`src/rtl/ex_stage_pkg.sv`:
```
//------------------------------------------------------------------------------
// Module   : ex_stage_pkg
// Brief    : Shared encodings for the execute stage: alu_op codes, R-type funct
//            codes, multiplier FSM states and EX/MEM control bundle.
// Revision : 1.0 - initial release
//------------------------------------------------------------------------------
`default_nettype none

package ex_stage_pkg;

  // Default number of shift-add iterations (one multiplier bit per cycle).
  localparam int MUL_CYCLES_DEF = 32;

  // alu_op encodings driven by the decoder.
  localparam logic [1:0] ALU_OP_ADD   = 2'b00;
  localparam logic [1:0] ALU_OP_SUB   = 2'b01;
  localparam logic [1:0] ALU_OP_RTYPE = 2'b10;
  localparam logic [1:0] ALU_OP_RSVD  = 2'b11;

  // R-type funct codes (sgn_ext_imm[5:0]).
  localparam logic [5:0] FUNCT_ADD = 6'h20;
  localparam logic [5:0] FUNCT_SUB = 6'h22;
  localparam logic [5:0] FUNCT_AND = 6'h24;
  localparam logic [5:0] FUNCT_OR  = 6'h25;
  localparam logic [5:0] FUNCT_NOR = 6'h27;
  localparam logic [5:0] FUNCT_SLT = 6'h2A;
  localparam logic [5:0] FUNCT_MUL = 6'h18;

  // Multiplier sequencing states.
  typedef enum logic [1:0] {
    ST_IDLE     = 2'd0,
    ST_MUL_BUSY = 2'd1,
    ST_MUL_DONE = 2'd2
  } mul_state_e;

  // Control bits carried into EX/MEM; all-zero is a bubble.
  typedef struct packed {
    logic reg_write;
    logic mem_to_reg;
    logic mem_write;
    logic mem_read;
    logic branch;
  } ex_ctl_t;

endpackage

`default_nettype wire

```
`src/rtl/ex_stage_shift_add_mul.sv`:
```
//------------------------------------------------------------------------------
// Module   : shift_add_mul
// Brief    : Iterative shift-add multiplier producing the low 32 bits of a*b.
//            start_i in IDLE latches the operands, MUL_CYCLES iterations follow,
//            then one MUL_DONE cycle presents the product. flush_i aborts.
// Revision : 1.0 - initial release
//------------------------------------------------------------------------------
`default_nettype none

module shift_add_mul
  import ex_stage_pkg::*;
#(
  parameter int MUL_CYCLES = MUL_CYCLES_DEF
) (
  input  logic        clk,
  input  logic        reset,
  input  logic        flush_i,
  input  logic        start_i,
  input  logic [31:0] a_i,
  input  logic [31:0] b_i,
  output logic        idle_o,
  output logic        busy_o,
  output logic        done_o,
  output logic [31:0] product_o
);

  localparam int              CNT_W     = $clog2(MUL_CYCLES + 1);
  localparam logic [CNT_W-1:0] LAST_ITER = CNT_W'(MUL_CYCLES - 1);

  mul_state_e       state_q, state_d;
  logic [31:0]      mcand_q;
  logic [31:0]      mplier_q;
  logic [31:0]      acc_q;
  logic [CNT_W-1:0] cnt_q;

  // State register.
  always_ff @(posedge clk) begin
    if (!reset) begin
      state_q <= ST_IDLE;
    end else begin
      state_q <= state_d;
    end
  end

  // Next-state: flush aborts from any state; a start in IDLE launches a run.
  always_comb begin
    state_d = state_q;
    if (flush_i) begin
      state_d = ST_IDLE;
    end else begin
      case (state_q)
        ST_IDLE:     if (start_i) state_d = ST_MUL_BUSY;
        ST_MUL_BUSY: if (cnt_q == LAST_ITER) state_d = ST_MUL_DONE;
        ST_MUL_DONE: state_d = ST_IDLE;
        default:     state_d = ST_IDLE;
      endcase
    end
  end

  // Operand latches, counter and accumulator; one multiplier bit per cycle.
  always_ff @(posedge clk) begin
    if (!reset) begin
      mcand_q  <= '0;
      mplier_q <= '0;
      acc_q    <= '0;
      cnt_q    <= '0;
    end else if (state_q == ST_IDLE && start_i && !flush_i) begin
      mcand_q  <= a_i;
      mplier_q <= b_i;
      acc_q    <= '0;
      cnt_q    <= '0;
    end else if (state_q == ST_MUL_BUSY) begin
      if (mplier_q[0]) begin
        acc_q <= acc_q + mcand_q;
      end
      mcand_q  <= {mcand_q[30:0], 1'b0};
      mplier_q <= {1'b0, mplier_q[31:1]};
      cnt_q    <= cnt_q + 1'b1;
    end
  end

  assign idle_o    = (state_q == ST_IDLE);
  assign busy_o    = (state_q == ST_MUL_BUSY);
  assign done_o    = (state_q == ST_MUL_DONE);
  assign product_o = acc_q;

endmodule

`default_nettype wire

```
`src/rtl/ex_stage.sv`:
```
//------------------------------------------------------------------------------
// Module   : ex_stage
// Brief    : Execute stage: ALU, branch-target adder, multi-cycle multiply
//            sequencing and the EX/MEM pipeline register.
// Revision : 1.0 - initial release
//------------------------------------------------------------------------------
`default_nettype none

module ex_stage
  import ex_stage_pkg::*;
#(
  parameter int MUL_CYCLES = MUL_CYCLES_DEF
) (
  input  logic        clk,
  input  logic        reset,
  input  logic        flush,
  input  logic        reg_write,
  input  logic        mem_to_reg,
  input  logic        mem_write,
  input  logic        mem_read,
  input  logic        branch,
  input  logic        alu_src,
  input  logic [1:0]  alu_op,
  input  logic [4:0]  rd_in_ex,
  input  logic [31:0] nextpc,
  input  logic [31:0] reg_file_data1,
  input  logic [31:0] reg_file_data2,
  input  logic [31:0] sgn_ext_imm,
  output logic        stall,
  output logic        reg_write_out_ex_mem,
  output logic        mem_to_reg_out_ex_mem,
  output logic        mem_write_out_ex_mem,
  output logic        mem_read_out_ex_mem,
  output logic        branch_out_ex_mem,
  output logic        zero_out_ex_mem,
  output logic [31:0] alu_result_out_ex_mem,
  output logic [31:0] write_data_out_ex_mem,
  output logic [31:0] branch_target_out_ex_mem,
  output logic [4:0]  rd_out_ex_mem
);

  logic [5:0]  funct;
  logic [31:0] op_b;
  logic [31:0] alu_res;
  logic [31:0] br_target;
  logic        mul_det;
  ex_ctl_t     ctl_in;

  logic        mul_idle, mul_busy, mul_done;
  logic [31:0] mul_product;

  ex_ctl_t     mul_ctl_q;
  logic [4:0]  mul_rd_q;

  ex_ctl_t     ctl_q,  ctl_d;
  logic        zero_q, zero_d;
  logic [31:0] alu_q,  alu_d;
  logic [31:0] wd_q,   wd_d;
  logic [31:0] bt_q,   bt_d;
  logic [4:0]  rd_q,   rd_d;

  assign funct     = sgn_ext_imm[5:0];
  assign op_b      = alu_src ? sgn_ext_imm : reg_file_data2;
  assign br_target = nextpc + {sgn_ext_imm[29:0], 2'b00};
  assign mul_det   = (alu_op == ALU_OP_RTYPE) && (funct == FUNCT_MUL);
  assign ctl_in    = {reg_write, mem_to_reg, mem_write, mem_read, branch};

  // Single-cycle ALU; mul and any undefined encoding yield 0 here.
  always_comb begin
    alu_res = '0;
    case (alu_op)
      ALU_OP_ADD: alu_res = reg_file_data1 + op_b;
      ALU_OP_SUB: alu_res = reg_file_data1 - op_b;
      ALU_OP_RTYPE: begin
        case (funct)
          FUNCT_ADD: alu_res = reg_file_data1 + op_b;
          FUNCT_SUB: alu_res = reg_file_data1 - op_b;
          FUNCT_AND: alu_res = reg_file_data1 & op_b;
          FUNCT_OR:  alu_res = reg_file_data1 | op_b;
          FUNCT_NOR: alu_res = ~(reg_file_data1 | op_b);
          FUNCT_SLT: alu_res = {31'b0, $signed(reg_file_data1) < $signed(op_b)};
          default:   alu_res = '0;
        endcase
      end
      default: alu_res = '0;
    endcase
  end

  shift_add_mul #(
    .MUL_CYCLES (MUL_CYCLES)
  ) u_mul (
    .clk       (clk),
    .reset     (reset),
    .flush_i   (flush),
    .start_i   (mul_det),
    .a_i       (reg_file_data1),
    .b_i       (op_b),
    .idle_o    (mul_idle),
    .busy_o    (mul_busy),
    .done_o    (mul_done),
    .product_o (mul_product)
  );

  // Hold upstream from mul detection until the product cycle.
  assign stall = (mul_idle && mul_det) || mul_busy;

  // Capture destination and controls of the mul so they survive the stall.
  always_ff @(posedge clk) begin
    if (!reset) begin
      mul_ctl_q <= '0;
      mul_rd_q  <= '0;
    end else if (mul_idle && mul_det && !flush) begin
      mul_ctl_q <= ctl_in;
      mul_rd_q  <= rd_in_ex;
    end
  end

  // EX/MEM next value: bubble by default with data held; flush wins over all.
  always_comb begin
    ctl_d  = '0;
    zero_d = zero_q;
    alu_d  = alu_q;
    wd_d   = wd_q;
    bt_d   = bt_q;
    rd_d   = rd_q;
    if (flush) begin
      ctl_d = '0;
    end else if (mul_done) begin
      ctl_d  = mul_ctl_q;
      alu_d  = mul_product;
      zero_d = (mul_product == 32'd0);
      rd_d   = mul_rd_q;
    end else if (mul_idle && !mul_det) begin
      ctl_d  = ctl_in;
      alu_d  = alu_res;
      zero_d = (alu_res == 32'd0);
      wd_d   = reg_file_data2;
      bt_d   = br_target;
      rd_d   = rd_in_ex;
    end
  end

  // EX/MEM pipeline register.
  always_ff @(posedge clk) begin
    if (!reset) begin
      ctl_q  <= '0;
      zero_q <= 1'b0;
      alu_q  <= '0;
      wd_q   <= '0;
      bt_q   <= '0;
      rd_q   <= '0;
    end else begin
      ctl_q  <= ctl_d;
      zero_q <= zero_d;
      alu_q  <= alu_d;
      wd_q   <= wd_d;
      bt_q   <= bt_d;
      rd_q   <= rd_d;
    end
  end

  assign reg_write_out_ex_mem     = ctl_q.reg_write;
  assign mem_to_reg_out_ex_mem    = ctl_q.mem_to_reg;
  assign mem_write_out_ex_mem     = ctl_q.mem_write;
  assign mem_read_out_ex_mem      = ctl_q.mem_read;
  assign branch_out_ex_mem        = ctl_q.branch;
  assign zero_out_ex_mem          = zero_q;
  assign alu_result_out_ex_mem    = alu_q;
  assign write_data_out_ex_mem    = wd_q;
  assign branch_target_out_ex_mem = bt_q;
  assign rd_out_ex_mem            = rd_q;

endmodule

`default_nettype wire

```
`config.mk`:
```
export PLATFORM = sky130hd
export DESIGN_NAME = ex_stage
export DESIGN_NICKNAME = d
export VERILOG_FILES = /design/src/rtl/ex_stage_pkg.sv /design/src/rtl/ex_stage_shift_add_mul.sv /design/src/rtl/ex_stage.sv
export SDC_FILE = /design/constraint.sdc
export NUM_CORES = 1
export LEC_CHECK = 0
export ABC_AREA = 1
export CORE_MARGIN = 5
export CORE_UTILIZATION = 45
export DETAILED_ROUTE_END_ITERATION = 7
export GPL_ROUTABILITY_DRIVEN = 0
export PLACE_DENSITY = 0.72
export SYNTH_ARGS = -nofsm -noshare
export SYNTH_HDL_FRONTEND = slang
export SYNTH_SLANG_ARGS = --single-unit
```
`constraint.sdc`:
```
create_clock -name clk -period 4.4 [get_ports clk]
set_input_delay 0.66 -clock clk [delete_from_list [all_inputs] [get_ports clk]]
set_output_delay 0.66 -clock clk [all_outputs]
set_load 0.01 [all_outputs]
```
### Yosys cells after proc, flatten, opt, wreduce, memory -nomap -nowiden

Cells that the tools add are included.

| cells by class | value |
|---|---|
| add/subtract/negate cells | 5 |
| $lt $le $gt $ge | 1 |
| equal/unequal tests | 14 |
| multiplexer cells | 18 |
| bitwise operators | 6 |
| reductions and logical operators | 19 |

Operators by type and width:

| kind | count |
|---|---|
| $mux W32 | 7 |
| $pmux W32 S6 | 1 |
| $add A32 B32 Y32 | 3 |
| $pmux W32 S3 | 1 |
| $logic_not A32 Y1 | 2 |
| $eq A6 B6 Y1 const B | 6 |
| $and A32 B32 Y32 | 1 |
| $lt A32 B32 Y1 | 1 |
| $not A32 Y32 | 1 |
| $or A32 B32 Y32 | 1 |
| $sub A32 B32 Y32 | 1 |
| $mux W5 | 4 |
| $eq A6 B5 Y1 const B | 2 |
| $add A6 B1 Y6 const B | 1 |
| $reduce_and A2 Y1 | 3 |
| $eq A2 B1 Y1 const B | 2 |
| $eq A2 B2 Y1 const B | 2 |
| $logic_and A1 B1 Y1 | 4 |
| $logic_not A2 Y1 | 2 |
| $mux W2 | 2 |
| $pmux W2 S2 | 1 |
| $reduce_bool A2 Y1 | 2 |
| $reduce_or A2 Y1 | 2 |
| $not A1 Y1 | 3 |
| 6 further kinds | 8 |

| word-level totals | value |
|---|---|
| flip-flop bits (word level) | 221 |
| bits of input ports | 144 |
| logic and storage cells | 84 |

### Longest topological paths before layout

Gate-level depths: netlist (run 1).

| logic depth | value |
|---|---|
| depth in word-level cells | 8 |
| depth in mapped cells | 27 |
| mapped depth without buffers | 26 |

### Hierarchy

From an unflattened synthesis (run 1), not the netlist that was laid out.

| unflattened totals | value |
|---|---|
| cell total of the unflattened synthesis | 3422 |
| area total of the unflattened synthesis | 20607.3 µm² |

By module, submodules not included:

| module | times used | cells each | area each (µm²) |
|---|---|---|---|
| ex_stage | 1 | 2387 | 13694.4 |
| shift_add_mul | 1 | 1035 | 6912.9 |

### Worst setup path after synthesis (run 1)

Ideal clock, no wire load.

| timing | value |
|---|---|
| path type | input -> register |
| start point | input port alu_src |
| end point | register zero_q (netlist: zero_out_ex_mem) |
| library setup time | 64 ps |
| arrival | 3364 ps |
| data required time | 4336 ps |
| path slack | 972 ps |
| cell stages on the path | 23 |
| path through | clkbuf_1 > clkbuf_1 > nand2_1 > o21ai_0 > inv_1 > ha_1 > fa_1 > or2_2 > nand2_1 > nor2_1 > nor2_1 > nand2_1 > nand2_1 > nand3_1 > nor2_1 > nand4_1 > nor2_1 > nand4_1 > nor2_1 > nand3_1 > nor2_1 > nor2_1 > nor2_1 |

| between the ends | value |
|---|---|
| cells in the longest elaborated chain, start to end | 8 |
| elaborated cells between the ends (all ways) | 12 |
| those cells by class | add/sub: 2; order compare: 1; mux: 5; bitwise: 3; reduce/logical: 1 |

RTL lines:

| what | line | source |
|---|---|---|
| from (decl) | ex_stage.sv:22 | `input logic alu_src,` |
| $mux W32 (*) | ex_stage.sv:63 | `assign op_b = alu_src ? sgn_ext_imm : reg_file_data2;` |
| branches (longest 3 deep; another with $sub A32 B32 Y32) | n/a |  |
| $pmux W32 S3 (*) | ex_stage.sv:71 | `case (alu_op)` |
| $logic_not A32 Y1 (*) | ex_stage.sv:136 | `zero_d = (alu_res == 32'd0);` |
| $mux W1 (*) | ex_stage.sv:133 | `end else if (mul_idle && !mul_det) begin` |
| $mux W1 (*) | ex_stage.sv:128 | `end else if (mul_done) begin` |
| to (signal assigned) | ex_stage.sv:154 | `zero_q <= zero_d;` |
| to (decl) | ex_stage.sv:56 | `logic zero_q, zero_d;` |

Mark *: on every way between the ends. The select of a mux whose other input is x is not followed.
A chain may end at the register's enable or synchronous reset.

### Final worst setup path (run 1)

| timing | value |
|---|---|
| start point | input port reg_file_data2[0] |
| end point | register zero_q (netlist: zero_out_ex_mem) |

| between the ends | value |
|---|---|
| cells in the longest elaborated chain, start to end | 8 |
| elaborated cells between the ends (all ways) | 12 |
| those cells by class | add/sub: 2; order compare: 1; mux: 5; bitwise: 3; reduce/logical: 1 |

RTL lines:

| what | line | source |
|---|---|---|
| from (decl) | ex_stage.sv:27 | `input logic [31:0] reg_file_data2,` |
| $mux W32 (*) | ex_stage.sv:63 |  |
| branches (longest 3 deep; another with $sub A32 B32 Y32) | n/a |  |
| $pmux W32 S3 (*) | ex_stage.sv:71 |  |
| $logic_not A32 Y1 (*) | ex_stage.sv:136 |  |
| $mux W1 (*) | ex_stage.sv:133 |  |
| $mux W1 (*) | ex_stage.sv:128 |  |

Marks and branches as above.

==> results of run 1 <==
final cells by class:
cell class	count	area, µm²	share of cell area (%)
multi-input combinational	2307	12260	53.76
antenna	1	2.502	0.01098
timing repair buffer	318	3043	13.35
inverter	404	1519	6.662
clock inverter	10	151.4	0.6640
sequential	221	4424	19.40
clock buffer	36	738.2	3.238
tap	532	665.6	2.919
critical path, stage by stage:
cell	delay, ns
clkdlybuf4s50_1	0.46
o21ai_0	0.42
inv_1	0.15
ha_1	0.28
fa_1	0.47
nand2_1	0.14
nand2_1	0.07
nand3_1	0.09
nand2_1	0.11
nand2_1	0.07
nand2_1	0.14
nor2_1	0.14
nor2_1	0.06
nor2_1	0.48
nand2_1	0.11
nor2_1	0.16
nand3_1	0.10
nor2_1	0.12
nand3_1	0.08
nor2_1	0.09
nor2_1	0.05
nor2_1	0.09
flip-flops by register name, indices dropped and copies added (netlist names):
register / count
u_mul.mplier_q: 32
rd_out_ex_mem: 5
branch_out_ex_mem: 1
u_mul.state_q: 2
mem_write_out_ex_mem: 1
mem_read_out_ex_mem: 1
mem_to_reg_out_ex_mem: 1
zero_out_ex_mem: 1
u_mul.mcand_q: 32
alu_result_out_ex_mem: 32
u_mul.cnt_q: 6
reg_write_out_ex_mem: 1
write_data_out_ex_mem: 32
branch_target_out_ex_mem: 32
mul_ctl_q: 5
u_mul.product_o: 32
mul_rd_q: 5
metal layers:
| metal | track usage, % | vias to the layer above | routed length [µm] | share of wire [%] |
|---|---|---|---|---|
| li1 | - | 10460 | - | - |
| met1 | 38.41 | 10100 | 28870 | 38 |
| met2 | 50.82 | 1352 | 32940 | 43 |
| met3 | 10.39 | 260 | 10060 | 13 |
| met4 | 14.92 | 4 | 4430 | 5.8 |
| met5 | 0 | - | 25 | 0.033 |
power by group through the flow:
stage | clock, µW | combinational [µW] | sequential (µW)
5_1_grt | 2430 | 2170 | 2140
3_5_place_dp | 0 | 1930 | 2170
2_1_floorplan | 0 | 1090 | 2200
4_1_cts | 2340 | 1940 | 2130
3_3_place_gp | 0 | 1910 | 2170
6_report | 2300 | 2010 | 2130
stage by stage:
stage | total power [µW] | setup TNS, ns | cell area [µm²] | setup WS, ns | cells
2_1_floorplan | 3294 | 0 | 18750 | 0.9720 | 3055
3_3_place_gp | 4078 | 0 | 21910 | 0.02929 | 3782
3_5_place_dp | 4104 | -0.04478 | 21910 | -0.04478 | 3782
4_1_cts | 6411 | 0 | 22800 | 0.5370 | 3828
5_1_grt | 6732 | 0 | 22800 | 0.2115 | 3828
6_report | 6442 | 0 | 22800 | 0.3667 | 3829
cells in the final DEF (no fill, tap or decap), types with 13 or more instances in the layout:
cell | netlist | final
nand2_1 | 806 | 806
inv_1 | 390 | 389
o21ai_1 | 14 | 14
a31oi_1 | 83 | 83
clkdlybuf4s50_1 | 0 | 249
a21oi_1 | 214 | 214
nor4_1 | 13 | 13
o21ai_0 | 234 | 234
ha_1 | 164 | 164
clkbuf_16 | 0 | 26
nor3_1 | 26 | 26
nand3_1 | 206 | 206
xor2_1 | 29 | 29
dfxtp_1 | 221 | 221
inv_2 | 12 | 13
nor2_1 | 310 | 305
xnor2_1 | 15 | 15
o211ai_1 | 29 | 29
o21bai_1 | 43 | 43
buf_4 | 10 | 64
nand4_1 | 20 | 20
final timing paths:
kind                                       endpoint  slack [ns]  depth (start not counted)
worst max-delay path                zero_out_ex_mem        0.37                         22
worst min register to register   u_mul.mplier_q[31]        0.47                          2
worst max register to register  u_mul.product_o[20]        1.44                         14
worst min-delay path                    mul_rd_q[4]        0.39                          3
cells by family after synthesis:
| family | share of synthesized area, % |
|---|---|
| flip-flops | 23.60 |
| adder cells (fa/ha/maj) | 11.37 |
| AO/OA/AOI/OAI | 20.50 |
| buffers and inverters | 11.20 |
| XOR/XNOR | 2.056 |
| AND/OR/NAND/NOR | 31.28 |
==> impl_metrics.tcl, run 1 <==
set metrics [dict create \
    synth-seq-cells 221 \
    synth_nets 3367 \
    synth_common_cells "806 x nand2_1, 390 x inv_1, 310 x nor2_1" \
    routed_wl_mm 76.33 \
    via_per_inst 5.792 \
    end_kind "flip-flop" \
    via_count 22180 \
    power.density_mw_per_mm2 282.5 \
    cts_hold_buf 0 \
    synth_top_area_share_pct 23.60 \
    clk_pin_slew_ns 0.06 \
    intPower_uw 4166 \
    io_pins 252 \
    synth.avg_cell_area_um2 6.137 \
    die_area_mm2 0.04585 \
    p_comb_share_pct 31.2 \
    syn2layout_area_growth_pct 21.62 \
    critPathRequiredTime_ns 4.91 \
    fin_worst_skew_ns 0.02490 \
    rows 74 \
    numCtsBuffers 26 \
    port_buffers 251 \
    nets 3590 \
    crit_start "reg_file_data2[0]" \
    clockRootBuffer "clkbuf_16" \
    arrival_ns 4.54 \
    rsz0062_at_grt "false" \
    worst_pin_slew_ns 1.104 \
    synth_ff_type "dfxtp_1" \
    ys_warn_count 0 \
    yosys.cell_count.top_type "nand2_1" \
    synth_cell_type_count 58 \
    ctsResizeCount 0 \
    hold_viol 0 \
    clockBufferDepth 3 \
    detail-route-antenna-nets 0 \
    hp-class "input pin to flip-flop" \
    hp-start "reset" \
    hold_slack_ns 0.3920 \
    seqPwrFrac_pct 33.1 \
    p_leak_uw 0.01073 \
    cts_htree_levels 1 \
    crit_type "input pin to flip-flop" \
    slew_violations 0 \
    critPathLaunchType "input pin" \
    synth.area.top_cells "dfxtp_1 24%, nand2_1 16%, ha_1 11%" \
    avgRoutedWirePerCell_um 19.94 \
    grt_max_degree 81 \
    p_clk_share_pct 35.7 \
    drc 0 \
    grt_pass1_vias 21200 \
    antenna_found_initial 2 \
    cp_max_fo 4 \
    finalSetupViolCount 0 \
    drive_gt1_share_pct 5.036 \
    max-cap-violations 0 \
    switchingPower_uw 2276 \
    fin_crit_ns 4.033 \
    die_x_um 214.1 \
    timing.rr.start "u_mul.product_o[0]" \
    grt_usage_pct 31.61 \
    status "complete, no violations" \
    dr.pass1.iters 6 \
    yosysTopAreaCell "dfxtp_1" \
    grt_overflow 0 \
    drt_iter0_markers 2605 \
    slew_headroom_pct 25.61 \
    async_flop_share_pct 0 \
    die_h_um 214.1 \
    grt_pass1_wl_mm 117.7 \
    post_cts_buffers 0 \
    initial_utilization_pct 45.71 \
    ys_seq_area_share_pct 23.60 \
    synth_edf_count 0 \
    coreArea_mm2 0.04102 \
    cts_tree "done" \
    syn_area_mm2 0.01875 \
    dp_hpwl_mm 60.13 \
    fmax_mhz 247.9 \
    syn_inst 3055 \
    clock_latency_ns 0.59 \
    final_core_util_pct 55.59 \
    ir_drop_uv 259.7 \
    switching_share_pct 35.33 \
    cts.sinks 221 \
    nFillCells 4031 \
    timing.final.crit_share_pct 91.67 \
]
Power figures use the tool's default switching activity.
==> run 2, diff against run 1 <==
--- a/config.mk
+++ b/config.mk
@@ -9,8 +9,8 @@
 export CORE_MARGIN = 5
 export CORE_UTILIZATION = 45
 export DETAILED_ROUTE_END_ITERATION = 7
-export GPL_ROUTABILITY_DRIVEN = 0
 export PLACE_DENSITY = 0.72
+export SLEW_MARGIN = 20
 export SYNTH_ARGS = -nofsm -noshare
 export SYNTH_HDL_FRONTEND = slang
 export SYNTH_SLANG_ARGS = --single-unit
==> impl_metrics.tcl, run 2 (same netlist as run 1, synthesis figures left out) <==
set metrics [dict create \
    slew_violations 0 \
    critPathRequiredTime_ns 4.91 \
    detail-route-antenna-nets 0 \
    avgRoutedWirePerCell_um 21.14 \
    slowest_delay_ns 0.45 \
    setup_slack_ns 0.5123 \
    syn2layout_area_growth_pct 27.36 \
    layout_commonest_cell "nand2_1" \
    slew_headroom_pct 40.86 \
    clk_pin_slew_ns 0.06 \
    coreArea_mm2 0.04102 \
    top_layer "met5" \
    critPathLaunchType "input pin" \
    r2r-end "u_mul.product_o[20]" \
    fmax_mhz 257.2 \
    p_leak_uw 0.01142 \
    met1Wirelength_mm 33.23 \
    grt_max_degree 81 \
    routed_wl_mm 83.92 \
    hold_slack_ns 0.4798 \
    grt_usage_pct 34.51 \
    drive_gt1_share_pct 8.901 \
    dp_hpwl_mm 67.95 \
    worst_hold_path.endpoint "rd_out_ex_mem[3]" \
    cts_hold_buf 0 \
    grt_pass1_wl_mm 125.6 \
    rr_worst_depth 14 \
    timing.rr.start "u_mul.product_o[0]" \
    cts.sinks 221 \
    clock_latency_ns 0.58 \
    seqPwrFrac_pct 31.4 \
    cp_max_fo 4 \
    io_pins 252 \
    grt_pass1_vias 21710 \
    diodes 0 \
    clockRootBuffer "clkbuf_16" \
    ctsResizeCount 0 \
    port_buffers 251 \
    timing.final.crit_share_pct 88.36 \
    r2r_slack_ns 1.37 \
    path_cells "clkdlybuf4s50_1 > o21ai_0 > buf_4 > inv_1 > ha_1 > fa_1 > nand2_1 > nand2_1 > nand3_1 > nand2_1 > nand2_1 > nand2_1 > nor2_1 > nor2_1 > nor2_1 > nand2_1 > nor2_1 > nand3_1 > nor2_1 > nand3_1 > nor2_1 > nor2_1 > nor2_1" \
    fin_crit_ns 3.888 \
    cts_tree "done" \
    crit_type "input pin to flip-flop" \
    fin_worst_skew_ns 0.01250 \
    hold_viol 0 \
    dp_cells 3919 \
    switching_share_pct 34.87 \
    initial_utilization_pct 45.71 \
    drt_iter0_markers 2058 \
    power.density_mw_per_mm2 283.8 \
    grt_overflow 0 \
    status "complete, no violations" \
    rsz0062_at_grt "false" \
    drc 0 \
    switchingPower_uw 2363 \
    via_count 22190 \
    worst_pin_slew_ns 0.8850 \
    end_kind "flip-flop" \
    pre_cts_ws_ns -0.02974 \
    mostFrequentLayoutCells "806 x nand2_1, 389 x inv_1, 305 x nor2_1" \
    hp-start "mul_rd_q[3]" \
    rows 74 \
    die_h_um 214.1 \
    fin_cells 3970 \
    cp_common_cell "nor2_1" \
    intPower_uw 4414 \
    ir_drop_uv 301.3 \
    hold_path_depth 2 \
    final_core_util_pct 58.21 \
    numCtsBuffers 28 \
    antenna_found_initial 3 \
    cts_htree_levels 1 \
    die_area_mm2 0.04585 \
    via_per_inst 5.590 \
    wl_met2_mm 38.95 \
    clockBufferDepth 3 \
    finalSetupViolCount 0 \
    gp_congestion 1.017 \
    slowest_stage "clkdlybuf4s50_1" \
    p_clk_share_pct 35.7 \
    hp-class "flip-flop to flip-flop" \
    die_x_um 214.1 \
    routed-wl-met3_mm 7.386 \
    max-cap-violations 0 \
    dr.pass1.iters 6 \
    arrival_ns 4.39 \
    p_comb_share_pct 32.9 \
    post_cts_buffers 0 \
    nets 3729 \
]
-- run 2: cell types whose count changed in the layout (fill, tap and decap cells not counted), sizes merged --
cell / previous run / this run
clkbuf: 36 / 41
buf: 69 / 206
diode: 1 / 0
inv: 404 / 406
clkinvlp: 3 / 1
-- run 2: through the flow --
| stage | total power, µW | TNS, ns | cell area (µm²) |
|---|---|---|---|
| after floorplan | 3294 | 0 | 18750 |
| after global placement | 4334 | -0.08406 | 22910 |
| after detailed placement | 4345 | -0.02974 | 22910 |
| after CTS | 6776 | 0 | 23880 |
| after global routing | 7077 | 0 | 23880 |
| final | 6777 | 0 | 23880 |
-- run 2: worst max path at each step --
stage                            startpoint              end  slack (ns)  cells after the start
after floorplan                     alu_src  zero_out_ex_mem        0.97                     23
final                     reg_file_data2[0]  zero_out_ex_mem        0.51                     23
after global routing      reg_file_data2[0]  zero_out_ex_mem        0.21                     23
after global placement    reg_file_data2[0]  zero_out_ex_mem       -0.08                     23
after CTS                 reg_file_data2[0]  zero_out_ex_mem        0.55                     23
after detailed placement  reg_file_data2[0]  zero_out_ex_mem       -0.03                     23
-- run 2: final cells by class --
| cell class | count | area, µm² |
|---|---|---|
| clock buffers | 41 | 809.5 |
| multi-input cells | 2307 | 12260 |
| repair buffers | 455 | 4046 |
| flip-flops and latches | 221 | 4424 |
| inverters | 404 | 1519 |
| fillers | 4040 | 17140 |
| clock inverters | 10 | 156.4 |
| well taps | 532 | 665.6 |
-- run 2: per-layer routing --
layer  vias up  track usage [%]
met3       176            7.765
met1     10270            41.61
met2      1021            58.98
met5         -                0
li1      10720                -
met4         6            15.48
-- run 2: power by group through the flow --
| stage | Combinational, µW | Clock (µW) | Sequential [µW] |
|---|---|---|---|
| after global routing | 2400 | 2540 | 2140 |
| after global placement | 2170 | 0 | 2170 |
| after floorplan | 1090 | 0 | 2200 |
| final | 2230 | 2420 | 2130 |
| after detailed placement | 2180 | 0 | 2170 |
| after CTS | 2190 | 2460 | 2130 |
-- run 2: critical path, delay by kind of cell --
family / cells / cell delay (ns)
and+or+nand+nor: 17 / 1.97
AOI/OAI and AO/OA: 1 / 0.33
buffers and inverters: 3 / 0.70
adders and majority gates: 2 / 0.71
